**config.mk**
```make
export PLATFORM = sky130hd
export DESIGN_NAME = snake_head_stepper
export DESIGN_NICKNAME = d
export VERILOG_FILES = /design/src/rtl/snake_head_stepper.sv
export SDC_FILE = /design/constraint.sdc
export NUM_CORES = 1
export LEC_CHECK = 0
export ABC_AREA = 1
export CORE_MARGIN = 3
export CORE_UTILIZATION = 50
export DETAILED_ROUTE_END_ITERATION = 12
export PLACE_DENSITY = 0.73
export SLEW_MARGIN = 20
export SYNTH_ARGS = -nofsm -noshare
export SYNTH_HDL_FRONTEND = slang
export SYNTH_SLANG_ARGS = --single-unit
```
**constraint.sdc**
```tcl
create_clock -name i_clock -period 2.5 [get_ports i_clock]
set_input_delay 0.75 -clock i_clock [delete_from_list [all_inputs] [get_ports i_clock]]
set_output_delay 0.75 -clock i_clock [all_outputs]
set_load 0.03 [all_outputs]
```
**src/rtl/snake_head_stepper.sv**
```systemverilog
// snake_head_stepper: divides the system clock into game ticks and advances
// the snake head one grid cell per tick, rejecting 180-degree reversals and
// flagging wall collisions with a sticky game-over state.
// Optional feature macro: SNAKE_WRAP_EN (grid edges wrap around, no collisions).
// Direction encodings come from `UP_DIR/`DOWN_DIR/`LEFT_DIR/`RIGHT_DIR; if the
// shared define header has not been read, local defaults are supplied here.

`ifndef UP_DIR
`define UP_DIR    2'b00
`endif
`ifndef DOWN_DIR
`define DOWN_DIR  2'b01
`endif
`ifndef LEFT_DIR
`define LEFT_DIR  2'b10
`endif
`ifndef RIGHT_DIR
`define RIGHT_DIR 2'b11
`endif

module snake_head_stepper #(
   parameter int GRID_W      = 32,
   parameter int GRID_H      = 24,
   parameter int TICK_CYCLES = 2_500_000,
   parameter int START_X     = GRID_W / 2,
   parameter int START_Y     = GRID_H / 2,
   localparam int X_W        = $clog2(GRID_W),
   localparam int Y_W        = $clog2(GRID_H)
) (
   input  logic           i_clock,
   input  logic           i_reset,
   input  logic           i_game_start,
   input  logic [1:0]     i_direction,
   input  logic           i_pause,
   output logic [X_W-1:0] o_head_x,
   output logic [Y_W-1:0] o_head_y,
   output logic           o_step,
   output logic           o_game_over,
   output logic [1:0]     o_state
);

   localparam int CNT_W = $clog2(TICK_CYCLES);

   localparam logic [CNT_W-1:0] CNT_LAST = CNT_W'(TICK_CYCLES - 1);
   localparam logic [X_W-1:0]   X_START  = X_W'(START_X);
   localparam logic [Y_W-1:0]   Y_START  = Y_W'(START_Y);

`ifdef SNAKE_WRAP_EN
   localparam logic [X_W-1:0]   X_MAX    = X_W'(GRID_W - 1);
   localparam logic [Y_W-1:0]   Y_MAX    = Y_W'(GRID_H - 1);
`else
   localparam logic [X_W:0]     X_LIMIT  = (X_W + 1)'(GRID_W);
   localparam logic [Y_W:0]     Y_LIMIT  = (Y_W + 1)'(GRID_H);
`endif

   typedef enum logic [1:0] {
      ST_IDLE = 2'b00,
      ST_RUN  = 2'b01,
      ST_OVER = 2'b10
   } state_t;

   state_t           state, state_next;
   logic [CNT_W-1:0] tick_count, count_next;
   logic [1:0]       last_dir, dir_next, eff_dir;
   logic [X_W-1:0]   head_x, x_next, cand_x;
   logic [Y_W-1:0]   head_y, y_next, cand_y;
   logic             step, step_next;
   logic             game_over, over_next;
   logic             wall_hit;

`ifndef SNAKE_WRAP_EN
   logic [X_W:0]     wide_x;
   logic [Y_W:0]     wide_y;
`endif

   function automatic logic [1:0] opposite_dir(input logic [1:0] d);
      case (d)
         `UP_DIR:   opposite_dir = `DOWN_DIR;
         `DOWN_DIR: opposite_dir = `UP_DIR;
         `LEFT_DIR: opposite_dir = `RIGHT_DIR;
         default:   opposite_dir = `LEFT_DIR;
      endcase
   endfunction

   // Resolve the move direction (reversals fall back to the last move) and the candidate next cell.
   always_comb begin
      eff_dir  = i_direction;
      cand_x   = head_x;
      cand_y   = head_y;
      wall_hit = 1'b0;
      if (i_direction == opposite_dir(last_dir)) begin
         eff_dir = last_dir;
      end
`ifdef SNAKE_WRAP_EN
      case (eff_dir)
         `UP_DIR:   cand_y = (head_y == '0)    ? Y_MAX : head_y - 1'b1;
         `DOWN_DIR: cand_y = (head_y == Y_MAX) ? '0    : head_y + 1'b1;
         `LEFT_DIR: cand_x = (head_x == '0)    ? X_MAX : head_x - 1'b1;
         default:   cand_x = (head_x == X_MAX) ? '0    : head_x + 1'b1;
      endcase
`else
      wide_x = {1'b0, head_x};
      wide_y = {1'b0, head_y};
      case (eff_dir)
         `UP_DIR:   wide_y = {1'b0, head_y} - 1'b1;
         `DOWN_DIR: wide_y = {1'b0, head_y} + 1'b1;
         `LEFT_DIR: wide_x = {1'b0, head_x} - 1'b1;
         default:   wide_x = {1'b0, head_x} + 1'b1;
      endcase
      wall_hit = (wide_x >= X_LIMIT) || (wide_y >= Y_LIMIT);
      cand_x   = wide_x[X_W-1:0];
      cand_y   = wide_y[Y_W-1:0];
`endif
   end

   // Next-state logic: tick counting in RUN, head update or collision on each tick.
   always_comb begin
      state_next = state;
      count_next = tick_count;
      dir_next   = last_dir;
      x_next     = head_x;
      y_next     = head_y;
      step_next  = 1'b0;
      over_next  = game_over;
      case (state)
         ST_IDLE: begin
            count_next = '0;
            if (i_game_start) begin
               state_next = ST_RUN;
            end
         end
         ST_RUN: begin
            if (!i_pause) begin
               if (tick_count == CNT_LAST) begin
                  count_next = '0;
                  dir_next   = eff_dir;
                  if (wall_hit) begin
                     over_next  = 1'b1;
                     state_next = ST_OVER;
                  end else begin
                     x_next    = cand_x;
                     y_next    = cand_y;
                     step_next = 1'b1;
                  end
               end else begin
                  count_next = tick_count + 1'b1;
               end
            end
         end
         default: begin
         end
      endcase
   end

   // State and output registers with asynchronous reset to the start position.
   always_ff @(posedge i_clock or posedge i_reset) begin
      if (i_reset) begin
         state      <= ST_IDLE;
         tick_count <= '0;
         last_dir   <= `LEFT_DIR;
         head_x     <= X_START;
         head_y     <= Y_START;
         step       <= 1'b0;
         game_over  <= 1'b0;
      end else begin
         state      <= state_next;
         tick_count <= count_next;
         last_dir   <= dir_next;
         head_x     <= x_next;
         head_y     <= y_next;
         step       <= step_next;
         game_over  <= over_next;
      end
   end

   assign o_head_x    = head_x;
   assign o_head_y    = head_y;
   assign o_step      = step;
   assign o_game_over = game_over;
   assign o_state     = state;

endmodule

```
[After elaboration in Yosys (flattened, before gate mapping)]
Cells that the tools add are included.
Storage, ports and cells
  output and inout bits: 14
  register bits after elaboration: 38
  bits of input ports: 6
Operators by class
  add/subtract/negate cells: 5
  $lt $le $gt $ge: 2
  bitwise operators: 2
  reduce and logical (&&, ||, !) cells: 11
  equal/unequal tests: 11
  mux-type cells: 16
Operators with widths (number)
  $mux W22: 2
  $pmux W22 S2: 1
  $pmux W6 S2: 2
  $add A22 B1 Y22 const B: 1
  $eq A22 B22 Y1 const B: 1
  $add A5 B1 Y6 const B: 2
  $sub A5 B1 Y6 const B: 2
  $mux W2: 5
  $ne A2 B2 Y1 const B: 4
  $reduce_and A4 Y1: 2
  $eq A2 B1 Y1 const B: 3
  $ge A6 B5 Y1 const B: 1
  $ge A6 B6 Y1 const B: 1
  $logic_not A2 Y1: 3
  $pmux W2 S3: 1
  $reduce_and A5 Y1: 1
  $eq A2 B2 Y1 const B: 2
  $mux W1: 4
  $pmux W2 S2: 1
  $reduce_and A3 Y1: 1
  $eq A2 B2 Y1: 1
  $not A1 Y1: 2
  $reduce_and A2 Y1: 1
  $reduce_bool A2 Y1: 1
  2 further kinds: 2

[Depth between registers and ports, before layout]
  depth in word-level cells: 13
  depth in mapped cells: 22
  mapped depth without buffers: 21

[Worst setup path after synthesis]
Ideal clock, no wire load.
  kind: input-to-reg
  from: input port i_direction[1]
  to: register head_x[1] (netlist: o_head_x[1])
  setup time: 0.118 ns
  data arrival time: 2.870 ns
  path buffers: 1
  path slack: -0.489 ns
  cell stages on the path: 20
  path through: buf_6 > inv_4 > nand2_2 > nand3_2 > nand2_4 > inv_2 > nand2_1 > ha_1 > a21oi_1 > nand2_1 > nand2_1 > nand2_1 > a21oi_1 > nor2_1 > nor2_1 > nand2_4 > nor2_8 > nand3_2 > nand2_1 > nand2_1
Between the ends
  longest elaborated chain between the ends: 9
  elaborated cells between the ends (all ways): 13
  those cells by class: order compare (2); eq/ne (3); mux (3); bitwise (1); reduce/logical (4)
Ends and longest elaborated chain
  start: declaration: RTL line 33  | input logic [1:0] i_direction,
  $eq A2 B2 Y1: RTL line 91  | if (i_direction == opposite_dir(last_dir)) begin
  $mux W2 *: RTL line 91
  $eq A2 B1 Y1 / $logic_not A2 Y1 (equally long branches): RTL line 104  | case (eff_dir)
  $reduce_or A2 Y1 (no source line)
  $pmux W6 S2: RTL line 104
  $ge A6 B6 Y1: RTL line 110  | wall_hit = (wide_x >= X_LIMIT) || (wide_y >= Y_LIMIT);
  $logic_or A1 B1 Y1: RTL line 110
  $not A1 Y1 (no source line)
  $reduce_and A4 Y1 (no source line)
  end signal: assignment: RTL line 169  | head_x <= x_next;
  end: declaration: RTL line 65  | logic [X_W-1:0] head_x, x_next, cand_x;
Mark *: on every way between the ends. The rest lies on a longest branch, timed or not.
A chain may end at the register's enable or synchronous reset.

[Worst setup path in the final report]
  from: register last_dir[1]
  to: register head_x[2] (netlist: o_head_x[2])
Between the ends
  longest elaborated chain between the ends: 11
  elaborated cells between the ends (all ways): 17
  those cells by class: order compare (2); eq/ne (5); mux (4); bitwise (1); reduce/logical (5)
Ends and longest elaborated chain
  start: declaration: RTL line 64  | logic [1:0] last_dir, dir_next, eff_dir;
  start signal: assignment: RTL line 160  | last_dir <= `LEFT_DIR;
  start signal: assignment: RTL line 168  | last_dir <= dir_next;
  $eq A2 B2 Y1, or another cell as far along: RTL line 77  | case (d)
  $pmux W2 S3: RTL line 77
  $eq A2 B2 Y1: RTL line 91
  $mux W2 *: RTL line 91
  $eq A2 B1 Y1 / $logic_not A2 Y1 (equally long branches): RTL line 104
  $reduce_or A2 Y1 (no source line)
  $pmux W6 S2: RTL line 104
  $ge A6 B6 Y1: RTL line 110
  $logic_or A1 B1 Y1: RTL line 110
  $not A1 Y1 (no source line)
  $reduce_and A4 Y1 (no source line)
Marked as above.

==> summary.md <==
| Metric | Value |
|---|---|
| Outcome | `complete, but fails checks` |
| Failing checks | `negative setup slack` |
| Measured slew at the worst slew-check pin | `0.6883 ns` |
| Max VDD drop | `398.5 uV` |
| Top fanout value on the critical path | `6` |
| Initial DRT Pass Iterations | `4` |
| Critical R2R Launch | `last_dir[1]$_DFFE_PP1P_` |
| Die footprint | `0.006090 mm^2` |
| Post-DP Area | `0.003148 mm^2` |
| CTS Hold Bufs | `0` |
| Hold Slack | `0.4780 ns` |
| Width of the die | `78.04 um` |
| Clock transition at path regs | `0.08 ns` |
| Dpl ws | `-0.8669 ns` |
| Initial DRC Count | `153` |
| IO Port Bufs | `19` |
| Period utilization | `105.2%` |
| Setup CP Type | `reg2reg` |
| Final worst slack | `-0.1304 ns` |
| Final slew viol count | `0` |
| Average size of a mapped cell | `7.500 um^2` |
| Critical path's slowest cell | `dfstp_2` |
| Worst skew pair latency | `0.29 ns` |
| Clk sink count | `38` |
| Commonest non-fill, non-tap cells in the layout | `nand2_1 (64), inv_1 (43), buf_4 (36)` |
| Kind of end point of the critical path | `flip-flop` |
| Clock Tree Buf Depth | `2` |
| Worst reg2reg setup slack | `-0.13 ns` |
| Synth warn | `0` |
| Grt ovf | `0` |
| Number of global-route vias before repair | `2,415` |
| Startpoint types | `flip-flop` |
| Initial antenna violation count | `0` |
| Share of layout cells above drive strength 1 | `29.10%` |
| Vert. Die Dim | `78.04 um` |
| Fin. Hold Viols | `0` |
| Cell total after placement | `460` |
| I/O pin total | `20` |
| Crit-path cells | `buf_6, nand2_4, nand3_4, nand2_4, inv_4, nand2_8, ha_4, buf_6, nand3_2, nand2_1, nand2_1, nand3_1, nand2_1, nand2_1, nand2_2, nor2_4, nand2_4, nor2_8, buf_6, nand4_1, nand2_1` |
| # rows | `25` |
| GRT Total Usage | `22.79%` |
| Drc violations | `0` |
| Tot Pwr | `1.501 mW` |
| Largest net degree at the start of global routing | `39` |
| CP peak stage delay | `0.58 ns` |
| Initial Util | `53.18%` |
| Final setup viols | `13` |
| H-tree Lvls | `2` |
| R2R depth | `21` |
| Final Net Count | `421` |
| Sequential share of the synthesized area | `36.84%` |
| Non-filler instance count after layout | `476` |
| Power per cell area | `433.5 mW/mm^2` |
| Wirelength per Cell | `13.84 um` |
| Synth Cell Area | `0.002595 mm^2` |
| Syn Nets | `359` |
| DRT Wirelength | `6586 um` |
| Root buffer cell | `clkbuf_8` |
| Setup tns final | `-1.283 ns` |
| HP Class | `reg2reg` |
| Global-route wire length before repair | `11,200 um` |
| Worst setup endpoint | `o_head_x[2]$_DFFE_PP0P_` |
| Utilization after layout | `70.97%` |
| Layout overhead on the synthesized area | `33.46%` |
| Vias per cell | `5.288` |
| Clock skew | `0.01043 ns` |
| Post-DRT Antenna Nets | `0` |
| Synth Register Bits | `38` |
| FMAX | `380.2 MHz` |
| Worst slew margin | `53.61%` |
| Crit-path most repeated cell | `nand2_1` |
| CP startpoint | `last_dir[1]$_DFFE_PP1P_` |
| Hpwl dp | `4493 um` |
| RSZ-0062 raised after global routing | `true` |
| Most common cell after layout, fill and taps aside | `nand2_1` |
| CTS Buf Count | `5` |
| CTS tree | `done` |
| Gate Count Post-Synth | `346` |
| CP required | `2.73 ns` |
| Minimum clock period | `2.630 ns` |
| Max-Cap Viols | `0` |
| P_leak | `1.593 nW` |
| Via count | `2,517` |
| # diodes | `0` |
| Final Instance Area | `0.003463 mm^2` |
| Reg-to-reg critical path endpoint | `o_head_x[2]$_DFFE_PP0P_` |
| GP Congestion | `0.8629` |
| Synth cell types | `38` |
| CORE AREA | `0.004880 mm^2` |
| Critical Path AT | `2.86 ns` |
area by class of cell:
| type | instances | area [um^2] |
|---|---|---|
| inverters | 56 | 222.7 |
| repair buffers | 59 | 506.7 |
| fillers | 394 | 1416 |
| multi-input cells | 248 | 1551 |
| flip-flops and latches | 38 | 955.9 |
| clock inverters | 2 | 60.06 |
| clock buffers | 6 | 82.58 |
| well taps | 67 | 83.83 |
power by group:
part / internal, mW / total, mW / switching (mW)
Clock: 0.426 / 0.653 / 0.227
Combinational: 0.0986 / 0.212 / 0.113
Sequential: 0.624 / 0.637 / 0.0128
cell usage after synthesis, drive strengths merged:
| library cell | count | area, um^2 |
|---|---|---|
| a21oi | 13 | 76.33 |
| buf | 3 | 21.27 |
| nand2 | 86 | 367.9 |
| o22ai | 8 | 50.05 |
| a32o | 1 | 10.01 |
| xor2 | 8 | 70.07 |
| nor3 | 9 | 45.04 |
| o41ai | 1 | 16.27 |
| nand3 | 32 | 225.2 |
| fa | 1 | 20.02 |
| xnor2 | 1 | 8.760 |
| nor2 | 38 | 178.9 |
| o31ai | 2 | 15.01 |
| nand4 | 12 | 75.07 |
| clkbuf | 1 | 3.750 |
| dfrtp | 34 | 850.8 |
| dfstp | 4 | 105.1 |
| o32ai | 1 | 8.760 |
| clkinv | 1 | 3.750 |
| inv | 55 | 209.0 |
| o21bai | 1 | 7.510 |
| or2 | 1 | 6.260 |
| nor4 | 4 | 25.02 |
| nand3b | 2 | 15.01 |
| ha | 6 | 75.07 |
| o21ai | 21 | 105.1 |
sequential cells by signal (all words and copies together), names as in the netlist:
signal / count
o_game_over: 1
o_head_y: 5
o_state: 2
last_dir: 2
o_step: 1
o_head_x: 5
tick_count: 22
critical path: cells and delay by family (launching register included):
family        cells  cell delay, ns
simple gates     16            1.27
fa+ha+maj         1            0.30
buf+inv           4            0.41
flops             1            0.58
layer usage:
layer / vias up / share of wire [%] / global-route usage, %
met1: 1173 / 44 / 30.67
met3: 10 / 5.5 / 3.326
li1: 1260 / - / -
met5: - / 0 / 0
met2: 74 / 49 / 37.16
met4: 0 / 1.5 / 8.741
kinds of logic after synthesis:
kind of cell,share of synthesized area [%]
buf+inv,9.161
simple gates,36.16
flops,36.84
compound gates,11.14
xor+xnor,3.038
fa+ha+maj,3.664
worst min-delay path by stage:
stage	cells past startpoint	endpoint	slack, ns	start
final	2	o_game_over$_DFFE_PP0P_	0.48	o_game_over$_DFFE_PP0P_
after global placement	2	o_game_over$_DFFE_PP0P_	0.45	o_game_over$_DFFE_PP0P_
after floorplan	1	tick_count[0]$_DFFE_PP0P_	0.49	tick_count[0]$_DFFE_PP0P_
after CTS	2	o_game_over$_DFFE_PP0P_	0.49	o_game_over$_DFFE_PP0P_
after global routing	2	o_head_y[2]$_DFFE_PP1P_	0.53	o_head_y[2]$_DFFE_PP1P_
after detailed placement	2	o_game_over$_DFFE_PP0P_	0.46	o_game_over$_DFFE_PP0P_
timing repair:
item	4_1_cts	5_1_grt
gates resized for setup	21	17
endpoints found under the setup margin	14	14
pin swaps	22	26
setup buffers	4	5
Power figures use the tool's default switching activity.
